$ cat config.mk
export PLATFORM = sky130hd
export DESIGN_NAME = min_sec_counter
export DESIGN_NICKNAME = d
export VERILOG_FILES = /design/src/rtl/min_sec_counter.sv
export SDC_FILE = /design/constraint.sdc
export NUM_CORES = 1
export LEC_CHECK = 0
export CORE_UTILIZATION = 61
export CTS_BUF_LIST = sky130_fd_sc_hd__clkbuf_16
export DETAILED_ROUTE_END_ITERATION = 10
export PLACE_DENSITY_LB_ADDON = 0.25
export SLEW_MARGIN = 20
export SYNTH_ARGS = -nofsm -noshare
export SYNTH_HDL_FRONTEND = slang
export SYNTH_SLANG_ARGS = --single-unit
$ cat constraint.sdc
create_clock -name i_clk -period 4.5 [get_ports i_clk]
set_input_delay 0.9 -clock i_clk [delete_from_list [all_inputs] [get_ports i_clk]]
set_output_delay 0.9 -clock i_clk [all_outputs]
set_load 0.01 [all_outputs]
$ cat src/rtl/min_sec_counter.sv
// Minute/second time base: prescaled 1 Hz tick driving 0..59 second and minute counters with run/stop and clear.
// Optional display hold with snapshot registers when LAP_HOLD_EN is defined.
module min_sec_counter #(
    parameter int CLK_HZ    = 100_000_000,
    parameter int TICK_HZ   = 1,
    parameter bit START_RUN = 1'b0
) (
    input  logic       i_clk,
    input  logic       i_reset,
    input  logic       i_run_btn,
    input  logic       i_clear,
    input  logic       i_lap,
    output logic [5:0] o_min,
    output logic [6:0] o_sec,
    output logic       o_running,
    output logic       o_tick,
    output logic       o_wrap,
    output logic       o_hold
);
    localparam int DIV = CLK_HZ / TICK_HZ;
    localparam int PW  = $clog2(DIV);
    localparam logic [PW-1:0] PRESC_MAX = PW'(DIV - 1);

    logic [PW-1:0] r_presc;
    logic [5:0]    r_min;
    logic [5:0]    r_sec;
    logic          r_running;
    logic          r_tick;
    logic          r_wrap;

    logic          w_tick_edge;
    logic          w_sec_last;
    logic          w_min_last;
    logic [5:0]    w_sec_next;
    logic [5:0]    w_min_next;

    // Clear suppresses the tick; the run state used here is the pre-toggle value.
    always_comb begin
        w_tick_edge = r_running && (r_presc == PRESC_MAX) && !i_clear;
        w_sec_last  = (r_sec == 6'd59);
        w_min_last  = (r_min == 6'd59);
        w_sec_next  = r_sec;
        w_min_next  = r_min;
        if (i_clear) begin
            w_sec_next = 6'd0;
            w_min_next = 6'd0;
        end else if (w_tick_edge) begin
            if (w_sec_last) begin
                w_sec_next = 6'd0;
                w_min_next = w_min_last ? 6'd0 : r_min + 6'd1;
            end else begin
                w_sec_next = r_sec + 6'd1;
            end
        end
    end

    always_ff @(posedge i_clk or posedge i_reset) begin
        if (i_reset) begin
            r_presc   <= '0;
            r_sec     <= 6'd0;
            r_min     <= 6'd0;
            r_running <= START_RUN;
            r_tick    <= 1'b0;
            r_wrap    <= 1'b0;
        end else begin
            r_sec     <= w_sec_next;
            r_min     <= w_min_next;
            r_running <= r_running ^ i_run_btn;
            r_tick    <= w_tick_edge;
            r_wrap    <= w_tick_edge && w_sec_last && w_min_last;
            if (i_clear)
                r_presc <= '0;
            else if (r_running)
                r_presc <= (r_presc == PRESC_MAX) ? '0 : r_presc + 1'b1;
        end
    end

    assign o_running = r_running;
    assign o_tick    = r_tick;
    assign o_wrap    = r_wrap;

`ifdef LAP_HOLD_EN
    logic       r_hold;
    logic [5:0] r_snap_min;
    logic [5:0] r_snap_sec;

    // Snapshot takes the post-update time so a coincident tick is included.
    always_ff @(posedge i_clk or posedge i_reset) begin
        if (i_reset) begin
            r_hold     <= 1'b0;
            r_snap_min <= 6'd0;
            r_snap_sec <= 6'd0;
        end else if (i_clear) begin
            r_hold <= 1'b0;
        end else if (i_lap) begin
            r_hold <= !r_hold;
            if (!r_hold) begin
                r_snap_min <= w_min_next;
                r_snap_sec <= w_sec_next;
            end
        end
    end

    assign o_min  = r_hold ? r_snap_min : r_min;
    assign o_sec  = {1'b0, (r_hold ? r_snap_sec : r_sec)};
    assign o_hold = r_hold;
`else
    logic w_unused_lap;
    assign w_unused_lap = i_lap;
    assign o_min  = r_min;
    assign o_sec  = {1'b0, r_sec};
    assign o_hold = 1'b0;
`endif

endmodule

==> key figures, run 1 <==
Critical path
  • FF-to-FF path depth: 5
  • Cell Chain, Critical Path: clkdlybuf4s50_1 -> buf_4 -> nor2_1 -> or4_1 -> nor4_1 -> xnor2_1 -> nor2_1
  • Critical path class: in -> reg
  • CP Launch Type: input port
  • Crit Path Max Fanout: 24
  • R2R setup slack: 1930 ps
  • Crit path DAT: 2980 ps
  • Critical path's slowest cell: or4_1
  • Worst path max stage delay: 660 ps
  • Worst setup EP type: register
  • Crit-path most repeated cell: nor2_1
  • Reg2reg start: r_presc[19]$_DFFE_PP0P_
  • Worst path required time: 4630 ps
  • Worst r2r dst: r_presc[12]$_DFFE_PP0P_

Logic synthesis
  • Avg Cell Area, Syn: 9.42 µm²
  • Largest area contributor in the netlist: dfrtp_1
  • Mapped Area: 2330 µm²
  • Synth async-reset ratio: 100%
  • Post-synth EDFFs: 0
  • Compound-gate portion of the synthesized area: 7.58%
  • Synth cell types: 42
  • Synth Area in Simple Gates: 31.4%
  • Sequential cell area fraction in the yosys report: 45.2%
  • Mux cell area share after synthesis: 0.430%
  • Post-synthesis xor/xnor area fraction: 9.03%
  • Ys flop type: dfrtp_1
  • Share of the synthesized area in the top cell type: 45.2%
  • Cells after synthesis: 247
  • Most numerous cell in the Yosys netlist: dfrtp_1
  • #FFs+latches synth: 42
  • Count of warnings emitted by yosys: 0
  • Main combinational cell family by area after synthesis: simple AND/OR/NAND/NOR gates
  • Commonest cells post-synth: 42 x dfrtp_1, 40 x nor2_1, 21 x nand2_1, 14 x nand4_1
  • Synth area leaders: dfrtp_1 45%, nor2_1 6.5%, xnor2_1 4.5%
  • Post-Synth Adder-Cell Area: 1.61%

Detailed routing
  • DRC: 0
  • Post-DRT Antenna Nets: 0
  • TritonRoute pass-1 iters: 6
  • Via density: 5.95
  • Routed WL: 4.58 mm
  • DRT iter0 DRCs: 149
  • Routed len/inst: 14.5 µm
  • Vias: 1874

STA
  • Least-Margin Pin Slew: 993 ps
  • Post-route setup slack: 1650 ps
  • RSZ-0062 raised after global routing: false
  • Max_slew headroom: 33.3%
  • Setup violators final: 0
  • Final setup skew: 3.82 ps
  • Tcrit/Tclk final: 63.3%
  • Setup TNS: 0 ps
  • F_max: 0.351 GHz
  • Slew Limit Fails: 0
  • Final hold vios: 0
  • Minimum clock period after layout: 2850 ps

Layout
  • Non-Filler Instances: 315
  • # diodes: 0
  • Post-route cell area: 2650 µm²
  • Layout cells sized above 1: 6.74%
  • P&R area growth vs syn: 13.7%
  • Nets: 274

Clocking
  • Clock latency at the later pin of the worst-skew pair: 280 ps
  • CTS Hold Buffers Added: 0
  • CTS tree: built
  • Max Buffers Root-to-Sink: 2
  • Post-CTS Resized: 0
  • Setup bufs post-CTS: 0
  • Clock-pin slew on the worst setup and hold paths: 60 ps
  • Cts bufs inserted: 5
  • H-Tree Level Count: 2
  • Root buf cell: clkbuf_16
  • Clock Sink Count: 42

Global route
  • Gr usage total: 24.7%
  • Initial antenna violation count: 0
  • Vias in the first global route: 1774
  • Largest net degree at the start of global routing: 33
  • Grt total ovfl: 0
  • Global-route wire length before repair: 7.85 mm

Floorplanning
  • Core box area: 3660 µm²
  • Initial Util: 63.6%
  • Die area: 4070 µm²
  • DIE HEIGHT: 63.8 µm
  • # rows: 22
  • Io pins: 22
  • Width of the die: 63.8 µm

Pwr
  • Power per Cell Area: 311 nW/µm²
  • Max VDD drop: 0.000209 V
  • LEAKAGE: 1.05 nW

Placement
  • Cells after DPL: 307
  • Placed inst area: 2510 µm²
  • PortBufs: 18
  • Hpwl dp: 3.08 mm
  • Pre-CTS setup slack: 1370 ps
  • GP Congestion: 0.815

Flow run
  • Maxcap violations: 0

Hold path
  • Hold Startpoint: r_presc[26]$_DFFE_PP0P_
  • Hold Path Depth: 2
  • Worst Hold Path EP: r_presc[26]$_DFFE_PP0P_
  • Worst hold path class: reg -> reg

Run status
  • Status: completed
area by class of cell:
class / count / area [µm²]
clock inverter: 3 / 12.5
tap: 48 / 60.1
timing repair buffer: 21 / 203
multi-input combinational: 190 / 1170
inverter: 6 / 22.5
fill: 280 / 1010
clock buffer: 5 / 125
sequential: 42 / 1050
how the worst max path moves through the flow:
stage,startpoint,to,cells past startpoint
6_report,i_clear,r_presc[25]$_DFFE_PP0P_,7
5_1_grt,i_clear,r_presc[25]$_DFFE_PP0P_,7
4_1_cts,i_clear,r_presc[25]$_DFFE_PP0P_,7
3_5_place_dp,i_clear,r_presc[25]$_DFFE_PP0P_,7
3_3_place_gp,i_clear,r_presc[25]$_DFFE_PP0P_,7
2_1_floorplan,i_clear,r_presc[25]$_DFFE_PP0P_,6
kinds of logic after synthesis:
logic type | count (synthesis)
DFF | 42
buffers and inverters | 16
other | 1
muxes | 1
AOI/OAI and AO/OA | 29
and+or+nand+nor | 131
xor gates and xnor gates | 24
adders and majority gates | 3
cell usage in the layout (no fill, tap or decap), drive strengths merged, types with 7 or more instances in the layout:
cell / count
nor3: 8
nor2: 40
nand3: 13
a21oi: 9
clkdlybuf4s50: 18
xor2: 12
nand4: 16
dfrtp: 42
nand2: 21
xnor2: 12
o21ai: 10
nor4: 7
inv: 7
stage by stage:
stage	hold slack, ps	power [mW]	utilization, %
floorplan	497	0.482	-
global placement	523	0.491	68.5
detailed placement	536	0.495	68.5
CTS	543	0.832	72.3
global route	557	0.856	72.3
finish	530	0.824	72.3
critical path: cells and delay by family:
family	cells	cell delay [ps]
AND/OR/NAND/NOR	4	1200
buffers and inverters	2	720
XOR/XNOR	1	160
layer usage:
metal  share of wire [%]  track usage [%]
met1                  48             33.3
met2                  47             38.4
met3                 3.7             6.61
met4                 1.0             8.24
met5                   0                0
sequential cells by signal, summed over array words and instances (netlist names):
register,cells
r_presc,27
o_min,6
r_sec,6
o_running,1
o_tick,1
o_wrap,1
report_power, final:
group	leakage, nW	switching, mW	total [mW]	internal, mW
Clock	0.0724	0.134	0.335	0.200
Sequential	0.583	0.0390	0.429	0.390
Combinational	0.398	0.0321	0.0607	0.0286
Total	1.05	0.205	0.824	0.618
(Power assumes the default switching activity.)
==> inputs of run 2 (changes only) <==
--- a/config.mk
+++ b/config.mk
@@ -5,7 +5,7 @@
 export SDC_FILE = /design/constraint.sdc
 export NUM_CORES = 1
 export LEC_CHECK = 0
-export CORE_UTILIZATION = 61
+export CORE_UTILIZATION = 51
 export CTS_BUF_LIST = sky130_fd_sc_hd__clkbuf_16
 export DETAILED_ROUTE_END_ITERATION = 10
 export PLACE_DENSITY_LB_ADDON = 0.25
==> constraint.sdc (replaced) <==
create_clock -name i_clk -period 2.44 [get_ports i_clk]
set_input_delay 0.488 -clock i_clk [delete_from_list [all_inputs] [get_ports i_clk]]
set_output_delay 0.488 -clock i_clk [all_outputs]
set_load 0.01 [all_outputs]
==> run 2 against run 1 <==
  * Clock skew up 2.2 ps
  * Clock power grew 87%
  * Combinational power increased to 2.9 times the previous value
  * Hold slack improved by 15 ps
  * Final cell count increased by 4.8%
  * Largest cell class unchanged
==> key figures, run 2 (synthesis results as in run 1) <==
Placement
  • PortBufs: 18
  • Hpwl dp: 3.23 mm
  • Cells after DPL: 322
  • GP Congestion: 0.814

STA
  • Setup violators final: 0
  • F_max: 0.444 GHz
  • Slew Limit Fails: 0
  • Final setup skew: 6.06 ps
  • Setup TNS: 0 ps
  • Minimum clock period after layout: 2250 ps
  • Final hold vios: 0
  • Max_slew headroom: 53.4%
  • Tcrit/Tclk final: 92.3%
  • RSZ-0062 raised after global routing: false
  • Least-Margin Pin Slew: 698 ps

Detailed routing
  • Routed WL: 4.69 mm
  • WL met3: 115 µm
  • DRC: 0
  • Routed len/inst: 14.2 µm
  • Routed wl met2: 2.17 mm
  • Top Metal Used: met4
  • Via density: 5.67
  • M1 WL: 2.34 mm
  • DRT iter0 DRCs: 122
  • TritonRoute pass-1 iters: 4
  • Vias: 1871
  • Post-DRT Antenna Nets: 0

Critical path
  • Crit path DAT: 2460 ps
  • Crit path from: r_presc[12]$_DFFE_PP0P_
  • Critical path class: reg -> reg
  • Reg2reg start: r_presc[12]$_DFFE_PP0P_
  • Worst setup EP type: register
  • Worst path required time: 2650 ps
  • CP Launch Type: register
  • Crit Path Max Fanout: 9

Layout
  • Max reg flops: 27
  • Most frequent cells in the layout: 42 x dfrtp_1, 40 x nor2_1, 21 x nand2_1, 18 x clkdlybuf4s50_1, 14 x nand4_1
  • Non-Filler Instances: 330
  • Nets: 285
  • # diodes: 0
  • Commonest non-fill, non-tap cell in the layout: dfrtp_1
  • Area of the multi-input gates: 1170 µm²
  • FILL cells: 386
  • Layout cells sized above 1: 10.4%
  • P&R area growth vs syn: 18.5%
  • Reg area: 1050 µm²
  • Most flops, register: r_presc
  • Util after Layout: 62.9%

Clocking
  • CTS tree: built
  • Setup bufs post-CTS: 0
  • Clock Sink Count: 42
  • Max Buffers Root-to-Sink: 2
  • Cts bufs inserted: 5
  • Clock latency at the later pin of the worst-skew pair: 280 ps
  • Clock-pin slew on the worst setup and hold paths: 60 ps
  • H-Tree Level Count: 2
  • CTS Hold Buffers Added: 0
  • Post-CTS Resized: 0
  • Root buf cell: clkbuf_16

Floorplanning
  • Die area: 4840 µm²
  • DIE HEIGHT: 69.6 µm
  • Io pins: 22
  • Width of the die: 69.6 µm
  • Initial Util: 53.1%
  • Core box area: 4380 µm²
  • # rows: 24

Pwr
  • Total power draw: 1.55 mW
  • Max VDD drop: 0.000295 V
  • Power per Cell Area: 561 nW/µm²
  • LEAKAGE: 1.12 nW

Global route
  • Vias in the first global route: 1754
  • Gr usage total: 20.6%
  • Largest net degree at the start of global routing: 24
  • Initial antenna violation count: 0
  • Global-route wire length before repair: 8.01 mm
  • Grt total ovfl: 0

Hold path
  • Hold Startpoint: r_presc[24]$_DFFE_PP0P_
  • Worst hold path class: reg -> reg

Run status
  • Status: completed

Flow run
  • Maxcap violations: 0
run 2: changes by cell type in the layout (fill, tap and decap cells not counted):
| cell | previous run | this run |
|---|---|---|
| buf_4 | 3 | 12 |
| buf_12 | 0 | 2 |
run 2: layout make-up:
| class | instances | area share (%) |
|---|---|---|
| clock buffer | 5 | 4.54 |
| clock inverter | 3 | 0.454 |
| sequential | 42 | 38.1 |
| tap | 52 | 2.36 |
| timing repair buffer | 32 | 11.2 |
| inverter | 6 | 0.816 |
| multi-input combinational | 190 | 42.5 |
run 2: path summary, 6_finish.rpt:
check	cells after the start	endpoint	slack, ps
max	6	r_sec[1]$_DFFE_PP0P_	190
min	2	r_presc[24]$_DFFE_PP0P_	540
max reg2reg	6	r_sec[1]$_DFFE_PP0P_	190
min reg2reg	2	r_presc[24]$_DFFE_PP0P_	540
max in group asynchronous	3	r_presc[18]$_DFFE_PP0P_	1260
min in group asynchronous	2	o_min[2]$_DFFE_PP0P_	620
run 2: routing by layer:
metal  track usage (%)  vias to the layer above
met2              32.6                       27
met5                 0                        -
met3              3.05                        7
met1              28.9                      897
met4              7.48                        0
li1                  -                      940
run 2: per-stage QoR:
| stage | cell area [µm²] | hold WS, ps | setup slack, ps |
|---|---|---|---|
| after floorplan | 2330 | 497 | 302 |
| after global placement | 2620 | 524 | 122 |
| after detailed placement | 2620 | 534 | 128 |
| after CTS | 2760 | 550 | 162 |
| after global routing | 2760 | 566 | 66.6 |
| final | 2760 | 545 | 188 |
run 2: worst max-delay path: stages, from the launching register on:
cell     delay, ps
dfrtp_1        410
or4b_4         570
nor4_4         350
nand3_4        160
buf_4          190
or3b_1         350
a21oi_1        160
run 2: power by group:
part	total, mW	internal (mW)	switching [mW]
sequential	0.744	0.721	0.0235
combinational	0.178	0.0706	0.107
clock	0.626	0.370	0.256
total	1.55	1.16	0.387
==> inputs of run 3 (changes only) <==
--- a/config.mk
+++ b/config.mk
@@ -5,7 +5,7 @@
 export SDC_FILE = /design/constraint.sdc
 export NUM_CORES = 1
 export LEC_CHECK = 0
-export CORE_UTILIZATION = 51
+export CORE_UTILIZATION = 50
 export CTS_BUF_LIST = sky130_fd_sc_hd__clkbuf_16
 export DETAILED_ROUTE_END_ITERATION = 10
 export PLACE_DENSITY_LB_ADDON = 0.25
==> run 3 against run 2 <==
  * Global-route usage shrank 0.19 points
  * Clock-buffer cell count is the same
  * Hold slack lost 10 ps
  * Wire length shrank 0.83%
  * First-iteration DRC count shrank 24%
  * Via count grew 1.5%
  * Sequential power is essentially flat
  * Flip-flop and latch count is the same
  * Utilization shrank 1.3 points
  * Die area grew 2.0%
  * Sequential share of layout area grew 0.56 points
  * Design area shrank 1.5%
  * Largest power group unchanged
  * Highest routed layer unchanged
==> key figures, run 3 (synthesis results as in run 1) <==
Run status
  • Status: completed

STA
  • Setup violators final: 0
  • Post-route setup slack: 153 ps
  • F_max: 0.437 GHz
  • Final setup skew: 5.90 ps
  • Slew Limit Fails: 0
  • Setup TNS: 0 ps
  • Least-Margin Pin Slew: 709 ps
  • Max_slew headroom: 52.3%
  • Final hold vios: 0
  • Tcrit/Tclk final: 93.7%
  • Minimum clock period after layout: 2290 ps
  • RSZ-0062 raised after global routing: false

Clocking
  • Clock latency at the later pin of the worst-skew pair: 280 ps
  • Post-CTS Resized: 0
  • CTS tree: built
  • Setup bufs post-CTS: 0
  • Clock Sink Count: 42
  • Max Buffers Root-to-Sink: 2
  • Root buf cell: clkbuf_16
  • Clock-pin slew on the worst setup and hold paths: 50 ps
  • CTS Hold Buffers Added: 0
  • H-Tree Level Count: 2
  • Cts bufs inserted: 5

Critical path
  • Worst path required time: 2640 ps
  • Critical path class: reg -> reg
  • Reg2reg start: r_presc[12]$_DFFE_PP0P_
  • Crit Path Max Fanout: 7
  • Crit path from: r_presc[12]$_DFFE_PP0P_
  • CP Launch Type: register
  • Crit path DAT: 2490 ps
  • R2R setup slack: 150 ps
  • Worst setup EP type: register

Layout
  • FILL cells: 384
  • P&R area growth vs syn: 16.8%
  • Most frequent cells in the layout: 42 x dfrtp_1, 40 x nor2_1, 21 x nand2_1, 18 x clkdlybuf4s50_1, 14 x nand4_1
  • Post-route cell area: 2720 µm²
  • Util after Layout: 61.6%
  • Most flops, register: r_presc
  • Commonest non-fill, non-tap cell in the layout: dfrtp_1
  • # diodes: 0
  • Layout cells sized above 1: 9.78%
  • Nets: 283
  • Max reg flops: 27

Placement
  • GP Congestion: 0.805
  • PortBufs: 18
  • Placed inst area: 2580 µm²
  • Hpwl dp: 3.17 mm
  • Pre-CTS setup slack: 119 ps

Floorplanning
  • Initial Util: 52.7%
  • # rows: 24
  • Io pins: 22
  • Core box area: 4410 µm²
  • Die area: 4930 µm²
  • DIE HEIGHT: 70.2 µm
  • Width of the die: 70.2 µm

Global route
  • Grt total ovfl: 0
  • Vias in the first global route: 1760
  • Gr usage total: 20.5%
  • Largest net degree at the start of global routing: 43
  • Initial antenna violation count: 0
  • Global-route wire length before repair: 7.98 mm

Detailed routing
  • Routed WL: 4.65 mm
  • DRT iter0 DRCs: 93
  • Vias: 1899
  • Via density: 5.79
  • Routed len/inst: 14.2 µm
  • Post-DRT Antenna Nets: 0
  • TritonRoute pass-1 iters: 4
  • DRC: 0

Pwr
  • Total power draw: 1.53 mW
  • Power per Cell Area: 563 nW/µm²
  • Max VDD drop: 0.000308 V
  • LEAKAGE: 1.10 nW

Flow run
  • Maxcap violations: 0

Hold path
  • Worst hold path class: reg -> reg
  • Hold Startpoint: r_presc[26]$_DFFE_PP0P_
run 3: cell count changes in the layout (fill, tap and decap cells not counted), sizes merged:
cell	before	now
buf	14	12
run 3: power breakdown:
| group | internal [mW] | switching, mW |
|---|---|---|
| Combinational | 0.0655 | 0.108 |
| Sequential | 0.721 | 0.0229 |
| Clock | 0.369 | 0.245 |
run 3: critical path: stages (launching register included):
cell and delay, ps:
dfrtp_1 410, or4b_4 570, nor4_4 350, buf_4 180, nand4_2 170, or3_1 390, a21oi_1 150
run 3: final timing paths:
check / depth (start not counted) / to
max in group asynchronous: 3 / r_presc[13]$_DFFE_PP0P_
min in group asynchronous: 3 / o_min[0]$_DFFE_PP0P_
worst max-delay path: 6 / o_min[3]$_DFFE_PP0P_
worst max register to register: 6 / o_min[3]$_DFFE_PP0P_
worst min register to register: 2 / r_presc[26]$_DFFE_PP0P_
worst min-delay path: 2 / r_presc[26]$_DFFE_PP0P_
run 3: layout make-up:
class / count / area, µm² / share of cell area [%]
multi-input cells: 190 / 1170 / 43.1
flip-flops and latches: 42 / 1050 / 38.7
repair buffers: 30 / 270 / 9.94
clock buffers: 5 / 125 / 4.60
well taps: 52 / 65.1 / 2.39
inverters: 6 / 22.5 / 0.828
clock inverters: 3 / 12.5 / 0.460
run 3: routing by layer:
metal | vias up | GRT usage, % | share of wire, % | wire, µm
li1 | 936 | - | - | -
met1 | 936 | 26.7 | 48 | 2250
met2 | 23 | 33.8 | 48 | 2210
met3 | 4 | 3.90 | 2.8 | 132
met4 | 0 | 7.33 | 1.2 | 54
met5 | - | 0 | 0 | 0
run 3: through the flow:
stage | std cells | hold slack [ps]
global route | 328 | 586
finish | 328 | 534
CTS | 328 | 542
detailed placement | 320 | 535
global placement | 320 | 524
floorplan | 248 | 497
